### src/rtl/alu_rmw_seq_pkg.sv
// Shared core definitions for the RMW sequencer: ALU control record,
// RMW opcode encodings, ALU second-operation constants and FSM states.
package alu_rmw_seq_pkg;

    typedef struct packed {
        logic [2:0] fstOp;
        logic [2:0] secOp;
        logic       fc;
    } ALUCtrl_r;

    localparam logic [2:0] RMW_ASL = 3'b000;
    localparam logic [2:0] RMW_ROL = 3'b001;
    localparam logic [2:0] RMW_LSR = 3'b010;
    localparam logic [2:0] RMW_ROR = 3'b011;
    localparam logic [2:0] RMW_TSB = 3'b100;
    localparam logic [2:0] RMW_TRB = 3'b101;
    localparam logic [2:0] RMW_DEC = 3'b110;
    localparam logic [2:0] RMW_INC = 3'b111;

    localparam logic [2:0] SEC_PASS = 3'b100;
    localparam logic [2:0] SEC_BIT  = 3'b101;
    localparam logic [2:0] FST_BIT  = 3'b100;

    typedef enum logic [2:0] {
        ST_IDLE,
        ST_RDLO,
        ST_RDHI,
        ST_MOD,
        ST_WRHI,
        ST_WRLO,
        ST_FIN
    } rmw_state_e;

    // ASL/ROL/LSR/ROR all live in the 0xx half of the opcode space.
    function automatic logic rmw_is_shift(input logic [2:0] op);
        return ~op[2];
    endfunction

    // TSB/TRB share the 10x encodings.
    function automatic logic rmw_is_bit(input logic [2:0] op);
        return (op[2:1] == 2'b10);
    endfunction

    // ALU control word for one RMW opcode. Bit ops run the ALU bit-logic
    // path with fc selecting set (R|L) versus reset (R&~L).
    function automatic ALUCtrl_r rmw_alu_ctrl(input logic [2:0] op);
        ALUCtrl_r c;
        if (rmw_is_bit(op)) begin
            c.fstOp = FST_BIT;
            c.secOp = SEC_BIT;
            c.fc    = (op == RMW_TSB);
        end else begin
            c.fstOp = op;
            c.secOp = SEC_PASS;
            c.fc    = 1'b0;
        end
        return c;
    endfunction

endpackage

### src/rtl/alu_rmw_seq.sv
// Read-modify-write sequencer: fetches a memory operand over the byte bus,
// runs one ALU modify cycle, writes the result back high byte first and
// reports the N/Z/C update to P.
module alu_rmw_seq
    import alu_rmw_seq_pkg::*;
(
    input  logic        CLK,
    input  logic        RST,
    input  logic        REQ_VALID,
    output logic        REQ_READY,
    input  logic [2:0]  REQ_OP,
    input  logic        REQ_W16,
    input  logic [15:0] A_IN,
    input  logic        CI,
    output logic        BUS_RD,
    output logic        BUS_WR,
    output logic        BUS_HI,
    output logic [7:0]  BUS_DO,
    input  logic [7:0]  BUS_DI,
    input  logic        BUS_ACK,
    output ALUCtrl_r    ALU_CTRL,
    output logic [15:0] ALU_L,
    output logic [15:0] ALU_R,
    output logic        ALU_W16,
    input  logic [15:0] ALU_RES,
    input  logic        ALU_CO,
    input  logic        ALU_ZO,
    input  logic        ALU_SO,
    output logic        FLG_WE,
    output logic        FLG_UPD_C,
    output logic        FLG_UPD_N,
    output logic        FLG_C,
    output logic        FLG_Z,
    output logic        FLG_N,
    output logic        DONE
);

    rmw_state_e r_state;
    rmw_state_e w_next;

    logic [2:0]  r_op;
    logic        r_w16;
    logic [15:0] r_a;
    logic        r_ci;
    logic [15:0] r_opnd;
    logic [15:0] r_res;
    ALUCtrl_r    r_alu_ctrl;

    logic        r_ready;
    logic        r_bus_rd;
    logic        r_bus_wr;
    logic        r_bus_hi;
    logic        r_flg_we;
    logic        r_done;

    // The ALU takes its carry-in from P on the core side; the latched copy
    // keeps the accepted request snapshot complete for debug visibility.
    logic w_unused_ci;
    assign w_unused_ci = r_ci;

    // Next-state selection; bus states advance only on BUS_ACK.
    always_comb begin
        w_next = r_state;
        case (r_state)
            ST_IDLE: if (REQ_VALID) w_next = ST_RDLO;
            ST_RDLO: if (BUS_ACK)   w_next = r_w16 ? ST_RDHI : ST_MOD;
            ST_RDHI: if (BUS_ACK)   w_next = ST_MOD;
            ST_MOD:                 w_next = r_w16 ? ST_WRHI : ST_WRLO;
            ST_WRHI: if (BUS_ACK)   w_next = ST_WRLO;
            ST_WRLO: if (BUS_ACK)   w_next = ST_FIN;
            ST_FIN:                 w_next = ST_IDLE;
            default:                w_next = ST_IDLE;
        endcase
    end

    // Sequencer state, request snapshot, operand/result registers and
    // registered strobes decoded from the state being entered.
    always_ff @(posedge CLK) begin
        if (RST) begin
            r_state    <= ST_IDLE;
            r_op       <= 3'b000;
            r_w16      <= 1'b0;
            r_a        <= 16'h0000;
            r_ci       <= 1'b0;
            r_opnd     <= 16'h0000;
            r_res      <= 16'h0000;
            r_alu_ctrl <= '0;
            r_ready    <= 1'b1;
            r_bus_rd   <= 1'b0;
            r_bus_wr   <= 1'b0;
            r_bus_hi   <= 1'b0;
            r_flg_we   <= 1'b0;
            r_done     <= 1'b0;
        end else begin
            r_state  <= w_next;
            r_ready  <= (w_next == ST_IDLE);
            r_bus_rd <= (w_next == ST_RDLO) || (w_next == ST_RDHI);
            r_bus_wr <= (w_next == ST_WRHI) || (w_next == ST_WRLO);
            r_bus_hi <= (w_next == ST_RDHI) || (w_next == ST_WRHI);
            r_flg_we <= (w_next == ST_MOD);
            r_done   <= (w_next == ST_FIN);
            case (r_state)
                ST_IDLE: begin
                    if (REQ_VALID) begin
                        r_op       <= REQ_OP;
                        r_w16      <= REQ_W16;
                        r_a        <= A_IN;
                        r_ci       <= CI;
                        r_opnd     <= 16'h0000;
                        r_alu_ctrl <= rmw_alu_ctrl(REQ_OP);
                    end
                end
                ST_RDLO: if (BUS_ACK) r_opnd[7:0]  <= BUS_DI;
                ST_RDHI: if (BUS_ACK) r_opnd[15:8] <= BUS_DI;
                ST_MOD:  r_res <= ALU_RES;
                ST_FIN:  r_alu_ctrl <= '0;
                default: ;
            endcase
        end
    end

    assign REQ_READY = r_ready;
    assign BUS_RD    = r_bus_rd;
    assign BUS_WR    = r_bus_wr;
    assign BUS_HI    = r_bus_hi;
    assign BUS_DO    = !r_bus_wr ? 8'h00 : (r_bus_hi ? r_res[15:8] : r_res[7:0]);

    assign ALU_CTRL  = r_alu_ctrl;
    assign ALU_L     = r_a;
    assign ALU_R     = r_opnd;
    assign ALU_W16   = r_w16;

    // Flag values are the live ALU outputs, qualified by the MOD-cycle pulse.
    assign FLG_WE    = r_flg_we;
    assign FLG_UPD_C = r_flg_we & rmw_is_shift(r_op);
    assign FLG_UPD_N = r_flg_we & ~rmw_is_bit(r_op);
    assign FLG_C     = r_flg_we & ALU_CO;
    assign FLG_Z     = r_flg_we & ALU_ZO;
    assign FLG_N     = r_flg_we & ALU_SO;
    assign DONE      = r_done;

endmodule

### config.mk
export PLATFORM = sky130hd
export DESIGN_NAME = alu_rmw_seq
export DESIGN_NICKNAME = d
export VERILOG_FILES = /design/src/rtl/alu_rmw_seq_pkg.sv /design/src/rtl/alu_rmw_seq.sv
export SDC_FILE = /design/constraint.sdc
export NUM_CORES = 1
export LEC_CHECK = 0
export ABC_AREA = 1
export BUFFER_PORTS_ARGS = -buffer_cell sky130_fd_sc_hd__buf_2
export CAP_MARGIN = 20
export CORE_AREA = 2 2 77 79
export CTS_BUF_LIST = sky130_fd_sc_hd__clkbuf_4 sky130_fd_sc_hd__clkbuf_8
export CTS_CLUSTER_SIZE = 30
export DETAILED_ROUTE_END_ITERATION = 16
export DIE_AREA = 0 0 79 81
export PLACE_DENSITY = 0.84
export SLEW_MARGIN = 10
export SYNTH_ARGS = -nofsm -noshare
export SYNTH_HDL_FRONTEND = slang
export SYNTH_SLANG_ARGS = --single-unit
### constraint.sdc
create_clock -name CLK -period 1.3 [get_ports CLK]
set_input_delay 0.13 -clock CLK [delete_from_list [all_inputs] [get_ports CLK]]
set_output_delay 0.13 -clock CLK [all_outputs]
set_load 0.03 [all_outputs]
==> run_results.csv, run 1 <==
group,metric,value,unit
run_status,status,"finished, violations left",
run_status,violations,"negative setup slack",
clock_network,h-tree-depth,3,
critical_path,crit_path_end_kind,"output pin",
route,wl,6.47,mm
yosys,synth.net_count,397,
clock_network,tritoncts,"done",
sta,timing_max_transition_violations_final,0,
grt,grt_pass1_vias,2328,
route,drt_iter0_markers,133,
clock_network,worstSkewPairLatency,0.33,ns
clock_network,cts_made_buffers,9,
floorplan,floorplan.initialDensity,0.461,
grt,grt_antenna_before_repair,0,
yosys,post_synth.cell_area_avg,7.59,um^2
grt,grt_remaining_overflow,0,
final_layout,final_util,0.616,
yosys,number_of_synthesized_flops_with_an_enable_pin,0,
yosys,synth.ff_latch_count,66,
route,detail_route.first_pass.iterations,4,
placement,buffer_ports.inserted,108,
floorplan,die_area,0.00640,mm^2
yosys,synth.cell_area,0.00262,mm^2
sta,fin_ws,-0.00937,ns
final_layout,design_area,0.00349,mm^2
yosys,synth.distinct_cells,28,
clock_network,clk_path_buf_depth,2,
final_layout,drive_gt1_frac,0.349,
critical_path,timing.critical_path.required,1.17,ns
yosys,synth_commonest_cells,"101 x nor2_1, 66 x dfxtp_1, 54 x o21ai_0",
sta,setup_violations,1,
power,totalPowerFinal,5.29,mW
clock_network,hold_buffers,0,
critical_path,startpoint_type,"register",
yosys,async_flop_share,0,
sta,clock_skew,0.00888,ns
clock_network,cts_root_buffer,"clkbuf_8",
min_path,hold_path_depth,3,
floorplan,core_area,0.00568,mm^2
final_layout,num-nets-final,510,
power,max-vdd-ir-drop,1.00,mV
yosys,synth-warning-count,0,
power,netSwitchingFraction,0.338,
yosys,synth_sequential_area_ratio,0.505,
yosys,post-synth-top-count-cell,"nor2_1",
yosys,leading_cell_types_by_total_area_after_synthesis,"dfxtp_1 50%, nor2_1 14%, o21ai_0 10%",
route,route.vias.total,2634,
min_path,worstHoldPathType,"in -> reg",
critical_path,worst_ep_arrival_time,1.18,ns
floorplan,die_width,79,um
clock_network,path_clk_slew,0.06,ns
grt,grt_max_degree,50,
power,power.clock.fraction,0.291,
placement,place_congestion,0.838,
floorplan,placementRows,28,
critical_path,setup.worst_path.class,"reg -> out",
sta,period_minus_ws_final,1.31,ns
grt,grt_pass1_wl,10.3,mm
route,drt-vias-per-instance,4.91,
sta,final.period_utilization,1.01,
critical_path,cp_max_fo,7,
sta,timing.fmax,764,MHz
placement,placed_wire_length_estimate,4.63,mm
power,power_leakage,1.75,nW
yosys,largest_area_contributor_in_the_netlist,"dfxtp_1",
yosys,yosysTopAreaCellShare,0.505,
yosys,synthesis.instances,345,
floorplan,dieHeight,81,um
power,seq_power_share,0.447,
critical_path,reg2regPathDepth,6,
final_layout,antenna_cells_inserted,0,
yosys,synth-main-ff-cell,"dfxtp_1",
power,intPower,3.51,mW
grt,globalRouteTotalUtil,0.203,
placement,dpl_cell_area,0.00326,mm^2
floorplan,floorplan.io_pins,111,
sta,final_hold_viol_count,0,
power,p_comb_frac,0.262,
run,cap_viol_max_count,0,
power,powerDensity,1510,mW/mm^2
route,postRouteAntennaNets,0,
sta,grt_setup_unrepaired,"true",
route,post_drt_wl_per_cell,12.1,um
clock_network,tritoncts_num_sinks,66,
final_layout,area.growth.synth_to_final,33.5,%
power,power.net_switching,1.79,mW
route,route.detailed.drc,0,
==> registers in the layout, summed over array words and instances (netlist names) <==
signal and count:
REQ_READY 1, BUS_RD 1, FLG_WE 1, DONE 1
BUS_WR 1, r_state 3, r_res 16, BUS_HI 1
ALU_CTRL 6, ALU_L 16, ALU_R 16, ALU_W16 1
r_op 2
==> worst max-delay path: stages, from the launching register on <==
cell     delay (ns)
dfxtp_4        0.40
buf_6          0.12
o21ai_2        0.05
nor2_1         0.10
buf_4          0.18
==> cells in the final DEF (no fill, tap or decap) <==
cell type   synthesis  layout
nor2_2              1       1
nor2_8              1       1
buf_4               2      14
nor3_4              1       1
nand2_1            32      32
nor2_4              3       3
inv_1              15      14
dfxtp_4             0       2
buf_6               1       2
conb_1              1       1
o21ai_2             0       1
a21oi_1            27      27
nand3_4             1       1
nor3_2              1       1
inv_2               4       4
nor3_1              2       2
nor2_1            101     101
o21ai_1             1       7
dfxtp_1            66      60
clkinvlp_4          0       1
clkbuf_8            0      12
clkinv_2            0       1
dfxtp_2             0       4
o21ai_0            54      47
nand2_4             1       1
nand4_1             1       1
buf_12              0       2
inv_4               1       1
inv_6               0       1
a21oi_2             1       1
nand2_2             5       5
buf_2               6     100
nand3_2             1       1
nand3_1             8       8
==> per-layer routing <==
layer	vias up	global-route usage	part of all wire
met3	9	0.0478	0.067
met4	0	0.0948	0.015
met1	1197	0.237	0.43
met2	87	0.355	0.49
li1	1341	-	-
met5	-	0	0
==> layout make-up <==
type                       count  area [um^2]
fill                         524         2180
sequential                    66         1330
multi-input combinational    243         1140
timing repair buffer         118          668
clock buffer                  12          165
tap                           75         93.8
inverter                      20         82.6
clock inverter                 2         12.5
==> power groups by stage <==
stage                     logic, mW  clock network (mW)  registers [mW]
after floorplan               0.620                   0            2.72
after global placement         1.34                   0            2.39
after detailed placement       1.37                   0            2.40
after CTS                      1.38                1.57            2.36
after global routing           1.51                1.66            2.38
final                          1.39                1.54            2.36
==> kinds of logic after synthesis <==
family                 after synthesis  share of synthesized area
and+or+nand+nor                    159                      0.272
AOI/OAI and AO/OA                   83                      0.160
DFF                                 66                      0.505
buffers and inverters               36                     0.0617
other                                1                    0.00143
==> through the flow <==
stage,hold slack [ns],setup TNS [ns],worst slack [ns],cells
finish,0.0219,-0.00937,-0.00937,536
global route,0.0214,-0.131,-0.0418,536
CTS,0.0130,-0.0176,-0.0143,535
detailed placement,0.360,0,0.0342,521
global placement,0.352,0,0.0642,521
floorplan,0.265,0,0.0388,345
==> worst paths after layout <==
check,start,endpoint,slack (ns)
worst max register to register,r_state[1],ALU_R[7],0.08
worst min register to register,ALU_CTRL[1],ALU_CTRL[1],0.46
worst min-delay path,ALU_RES[11],r_res[11],0.02
worst max-delay path,BUS_HI,BUS_DO[5],-0.009
==> repair_timing <==
action,4_1_cts,5_1_grt
setup buffers,0,1
resized for setup,16,14
pin swaps,1,3
endpoints found under the setup margin,8,54
Note: power is estimated with default switching activity, not from simulation.
==> inputs of run 2 (changes only) <==
- ABC_AREA: 1 -> not set
- ABC_CLOCK_PERIOD_IN_PS: not set -> 1300
- PLACE_DENSITY: 0.84 -> 0.85
- RECOVER_POWER: not set -> 50
==> run 2 against run 1 <==
Against the previous run: the run still ends with negative setup slack left; largest power group unchanged; area after synthesis rose by 1.8%; total power is 5.5% lower; largest cell class is now multi-input combinational cells; highest routed layer unchanged; critical path type is now reg -> reg; synthesized cell count is 6.1% lower.
==> run_results.csv, run 2 <==
group,metric,value,unit
critical_path,timing.critical_path.buf_inv,0,
sta,final_hold_viol_count,0,
sta,grt_setup_unrepaired,"true",
route,detail_route.first_pass.iterations,5,
yosys,leading_cell_types_by_total_area_after_synthesis,"dfxtp_1 50%, a21oi_1 11%, nand2_1 10%",
sta,fin_setup_tns,-1.03,ns
yosys,async_flop_share,0,
yosys,synth.net_count,376,
critical_path,crit_path_end_kind,"register",
clock_network,clk_path_buf_depth,2,
sta,final.period_utilization,1.11,
final_layout,antenna_cells_inserted,0,
yosys,synth-main-ff-cell,"dfxtp_1",
run,cap_viol_max_count,0,
clock_network,cts_root_buffer,"clkbuf_8",
floorplan,die_area,0.00640,mm^2
yosys,synth_sequential_area_ratio,0.496,
yosys,synth.cell_area,0.00266,mm^2
placement,post-place-cells,500,
yosys,synth.distinct_cells,36,
critical_path,setup.worst_path.class,"reg -> reg",
yosys,synth_commonest_cells,"74 x nand2_1, 66 x dfxtp_1, 58 x a21oi_1",
final_layout,drive_gt1_frac,0.342,
placement,place_congestion,0.832,
run_status,status,"finished, violations left",
power,max-vdd-ir-drop,0.776,mV
route,post_drt_wl_per_cell,13.4,um
placement,post-place-ws,-0.102,ns
grt,grt_remaining_overflow,0,
critical_path,startpoint_type,"register",
critical_path,worst_ep_arrival_time,1.71,ns
grt,grt_pass1_wl,10.7,mm
sta,period_minus_ws_final,1.44,ns
grt,globalRouteTotalUtil,0.214,
power,power_leakage,1.49,nW
placement,placed_wire_length_estimate,4.67,mm
final_layout,final_util,0.667,
sta,clock_skew,0.0113,ns
placement,buffer_ports.inserted,108,
floorplan,dieHeight,81,um
floorplan,die_width,79,um
yosys,post_synth.cell_area_avg,8.22,um^2
yosys,synth.ff_latch_count,66,
route,drt_iter0_markers,131,
yosys,post-synth-top-count-cell,"nand2_1",
critical_path,worst_path_max_delay_cell,"or4b_4",
critical_path,critical_path.max_stage_delay,0.56,ns
final_layout,area.growth.synth_to_final,42.2,%
run_status,violations,"negative setup slack",
min_path,worstHoldPathType,"in -> reg",
power,totalPowerFinal,5.00,mW
floorplan,core_area,0.00568,mm^2
clock_network,worstSkewPairLatency,0.34,ns
sta,timing_max_transition_violations_final,0,
sta,setup_violations,24,
route,route.vias.total,2749,
yosys,yosysTopAreaCellShare,0.496,
grt,grt_pass1_vias,2396,
floorplan,floorplan.initialDensity,0.469,
yosys,largest_area_contributor_in_the_netlist,"dfxtp_1",
final_layout,final_cells,520,
sta,fin_ws,-0.137,ns
grt,grt_antenna_before_repair,0,
route,route.detailed.drc,0,
grt,grt_max_degree,30,
final_layout,final_cell_mix,"74 x nand2_1, 68 x buf_2, 62 x dfxtp_1",
clock_network,tritoncts_num_sinks,66,
floorplan,placementRows,28,
yosys,synth-warning-count,0,
critical_path,cp_max_fo,4,
critical_path,crit_chain,"or4b_4 -> or3_4 -> a21oi_2",
power,powerDensity,1320,mW/mm^2
route,postRouteAntennaNets,0,
clock_network,h-tree-depth,3,
yosys,number_of_synthesized_flops_with_an_enable_pin,0,
sta,timing.fmax,696,MHz
clock_network,tritoncts,"done",
route,drt-vias-per-instance,5.29,
floorplan,floorplan.io_pins,111,
clock_network,cts_made_buffers,9,
route,wl,6.95,mm
critical_path,cpLargestDelayFamily,"simple AND/OR/NAND/NOR gates",
final_layout,num-nets-final,492,
yosys,synthesis.instances,324,
critical_path,timing.critical_path.required,1.58,ns
final_layout,final_common_cell,"nand2_1",
clock_network,path_clk_slew,0.08,ns
==> run 2: changes by cell type after synthesis, moves of 5 or more <==
| cell | delta |
|---|---|
| a21oi_1 | +31 |
| clkbuf_1 | +13 |
| inv_1 | -12 |
| mux2i_1 | +11 |
| nand2_1 | +42 |
| nand2_2 | -5 |
| nand4_1 | +15 |
| nor2_1 | -97 |
| nor2b_1 | +10 |
| o21ai_0 | -37 |
==> run 2: repair_timing <==
action                     CTS  global route
buffers inserted             2             1
hold buffers                 0             0
setup endpoints to repair   36            65
cloned                       1             0
resized for setup           30            29
pin swaps                    2             0
==> run 2: tightest hold or removal path, cell delays in order <==
cell	delay, ns
buf_2	0.10
nand2_1	0.04
a21oi_1	0.05
==> run 2: worst paths after layout <==
path                                 start     endpoint  slack (ns)  cells past startpoint
worst min-delay path              A_IN[11]    ALU_L[11]        0.02                      3
worst max register to register  r_state[2]  ALU_CTRL[0]       -0.14                      3
worst min register to register   r_res[13]    r_res[13]        0.45                      2
worst max-delay path            r_state[2]  ALU_CTRL[0]       -0.14                      3
==> run 2: per-stage QoR <==
step / hold WS, ns / instance area, um^2
6_report: 0.0215 / 3790
5_1_grt: 0.0150 / 3790
4_1_cts: 0.0163 / 3720
3_5_place_dp: 0.380 / 3380
3_3_place_gp: 0.372 / 3380
2_1_floorplan: 0.266 / 2710
==> run 2: area by class of cell <==
cell class | instances | area (um^2)
fill | 473 | 1890
multi-input combinational | 228 | 1330
sequential | 66 | 1330
timing repair buffer | 132 | 790
clock buffer | 12 | 159
tap | 75 | 93.8
clock inverter | 4 | 73.8
inverter | 3 | 11.3
==> run 2: logic make-up (layout without fill, tap and decap cells) <==
| family | count (synthesis) | in the layout | synth area share |
|---|---|---|---|
| other | 1 | 1 | 0.00141 |
| buffers and inverters | 30 | 151 | 0.0460 |
| DFF | 66 | 66 | 0.496 |
| xor gates and xnor gates | 1 | 1 | 0.00329 |
| muxes | 12 | 12 | 0.0456 |
| and+or+nand+nor | 129 | 129 | 0.237 |
| AOI/OAI and AO/OA | 85 | 85 | 0.171 |
==> run 2: routing by layer <==
layer / part of all wire / track usage / vias up
met1: 0.42 / 0.251 / 1291
met5: 0 / 0 / -
met2: 0.49 / 0.372 / 107
met3: 0.068 / 0.0533 / 11
met4: 0.021 / 0.0983 / 0
li1: - / - / 1340
==> run 2: report_power, final <==
group	leakage [nW]	internal, mW	switching [mW]
Combinational	0.833	0.326	0.524
Clock	0.120	1.21	0.771
Sequential	0.539	2.12	0.0539
Total	1.49	3.65	1.35
==> inputs of run 3 (changes only) <==
- PLACE_DENSITY: 0.85 -> 0.82
- SLEW_MARGIN: 10 -> 20
==> run 3 against run 2 <==
Against the previous run: largest power group unchanged; core utilization about the same; sequential cell count unchanged; critical path type unchanged; largest cell class is now registers; total power down 1.1%; the flow still finishes with violations (negative setup slack); clock power shrank 3%.
==> run_results.csv, run 3 (synthesis results as in run 2) <==
group,metric,value,unit
critical_path,timing.rr.start,"r_state[0]",
critical_path,cpLargestDelayFamily,"simple AND/OR/NAND/NOR gates",
final_layout,nFillCells,466,
route,detail_route.first_pass.iterations,4,
grt,globalRouteMet2Util,0.351,
sta,timing_max_transition_violations_final,0,
sta,fin_ws,-0.115,ns
floorplan,floorplan.io_pins,111,
final_layout,num-nets-final,499,
sta,final_hold_viol_count,0,
clock_network,h-tree-depth,3,
floorplan,die_width,79,um
critical_path,timing.critical_path.required,1.58,ns
final_layout,final_cells,527,
clock_network,clk_path_buf_depth,2,
placement,post-place-cells,503,
final_layout,final_common_cell,"nand2_1",
placement,placed_wire_length_estimate,4.69,mm
critical_path,worstReg2RegEnd,"ALU_CTRL[0]",
final_layout,drive_gt1_frac,0.334,
critical_path,reg2regPathDepth,3,
placement,buffer_ports.inserted,108,
final_layout,final_cell_mix,"74 x nand2_1, 72 x buf_2, 64 x dfxtp_1",
floorplan,die_area,0.00640,mm^2
clock_network,worstSkewPairLatency,0.35,ns
sta,setup_violations,50,
route,drt-vias-per-instance,5.25,
floorplan,core_area,0.00568,mm^2
grt,grt_most_used_layer,"met2",
run_status,violations,"negative setup slack",
grt,grt_pass1_wl,10.4,mm
min_path,worstHoldPathType,"in -> reg",
clock_network,tritoncts,"done",
grt,grt_remaining_overflow,0,
final_layout,area.growth.synth_to_final,42.2,%
critical_path,crit_path_start,"r_state[0]",
floorplan,dieHeight,81,um
run_status,status,"finished, violations left",
route,drt_iter0_markers,111,
clock_network,path_clk_slew,0.08,ns
critical_path,last_element_of_the_critical_path,"ALU_CTRL[0]",
critical_path,timing.critical_path.buf_inv,0,
floorplan,floorplan.initialDensity,0.469,
grt,grt_use_met1,0.240,
run,cap_viol_max_count,0,
route,post_drt_wl_per_cell,13.5,um
power,totalPowerFinal,4.95,mW
route,route.vias.total,2767,
clock_network,cts_made_buffers,9,
route,wl,7.11,mm
critical_path,critical_path.max_stage_delay,0.55,ns
sta,period_minus_ws_final,1.42,ns
sta,clock_skew,0.0115,ns
power,max-vdd-ir-drop,1.31,mV
critical_path,startpoint_type,"register",
critical_path,crit_path_end_kind,"register",
critical_path,crit_chain,"or4b_4 -> or3_1 -> a21oi_1",
grt,grt.met3_usage,0.0733,
critical_path,setup.worst_path.class,"reg -> reg",
critical_path,reg2reg_slack,-0.12,ns
clock_network,cts_root_buffer,"clkbuf_8",
sta,final.period_utilization,1.09,
critical_path,worst_ep_arrival_time,1.69,ns
grt,grt_pass1_vias,2392,
grt,grt_max_degree,25,
grt,globalRouteTotalUtil,0.207,
sta,timing.fmax,707,MHz
route,route.detailed.drc,0,
power,powerDensity,1310,mW/mm^2
final_layout,final_util,0.668,
placement,place_congestion,0.855,
clock_network,tritoncts_num_sinks,66,
critical_path,path_depth,3,
sta,grt_setup_unrepaired,"true",
placement,post-place-ws,-0.108,ns
critical_path,cp_max_fo,3,
sta,timing.hold.ws,0.0149,ns
floorplan,placementRows,28,
route,postRouteAntennaNets,0,
power,power_leakage,1.53,nW
critical_path,worst_path_max_delay_cell,"or4b_4",
final_layout,antenna_cells_inserted,0,
grt,grt_antenna_before_repair,0,
## run 3: cell count changes in the layout (fill, tap and decap cells not counted), moves of 4 or more
| cell | change |
|---|---|
| o21ai_0 | +4 |
| a21oi_2 | -5 |
| o21ai_1 | -4 |
| buf_4 | +8 |
| a21oi_1 | +5 |
| clkbuf_1 | -4 |
| buf_2 | +4 |
## run 3: metrics by stage
stage,TNS [ns],area (um^2)
after global routing,-6.94,3790
after CTS,-1.56,3730
after floorplan,-3.13,2710
after global placement,-0.940,3400
after detailed placement,-1.73,3400
final,-2.55,3790
## run 3: cell type report
| cell class | count | area, um^2 | area share |
|---|---|---|---|
| flip-flops and latches | 66 | 1320 | 0.349 |
| clock inverters | 6 | 88.8 | 0.0234 |
| inverters | 3 | 11.3 | 0.00297 |
| well taps | 75 | 93.8 | 0.0248 |
| multi-input cells | 228 | 1290 | 0.342 |
| clock buffers | 10 | 138 | 0.0363 |
| repair buffers | 139 | 838 | 0.221 |
## run 3: where the power goes
group	internal, mW	leakage, nW	total (mW)	switching, mW
sequential	2.12	0.538	2.17	0.0554
combinational	0.324	0.879	0.842	0.518
clock	1.13	0.109	1.93	0.798
total	3.58	1.53	4.95	1.37
## run 3: worst reg2reg max path: cells and delay by family, from the launching register on
kind | cells | cell delay (ns)
simple gates | 2 | 0.91
flops | 1 | 0.32
compound gates | 1 | 0.12
## run 3: worst min path at each step
stage,from,to,depth (start not counted)
6_report,A_IN[12],ALU_L[12],3
5_1_grt,A_IN[12],ALU_L[12],3
4_1_cts,A_IN[0],ALU_L[0],3
3_5_place_dp,REQ_W16,ALU_W16,3
3_3_place_gp,A_IN[11],ALU_L[11],3
2_1_floorplan,ALU_RES[0],r_res[0],2
## run 3: what timing repair did
action / in CTS / in global routing
setup endpoints to repair: 37 / 68
buffers inserted: 1 / 3
pin swaps: 1 / 2
gates cloned: 1 / 0
hold buffers: 3 / 0
resized for setup: 21 / 19
hold endpoints to repair: 3 / 0
## run 3: layer usage
metal / part of all wire / routed length, um
met2: 0.49 / 3500
met5: 0 / 0
met4: 0.020 / 141
met3: 0.066 / 466
met1: 0.42 / 3000
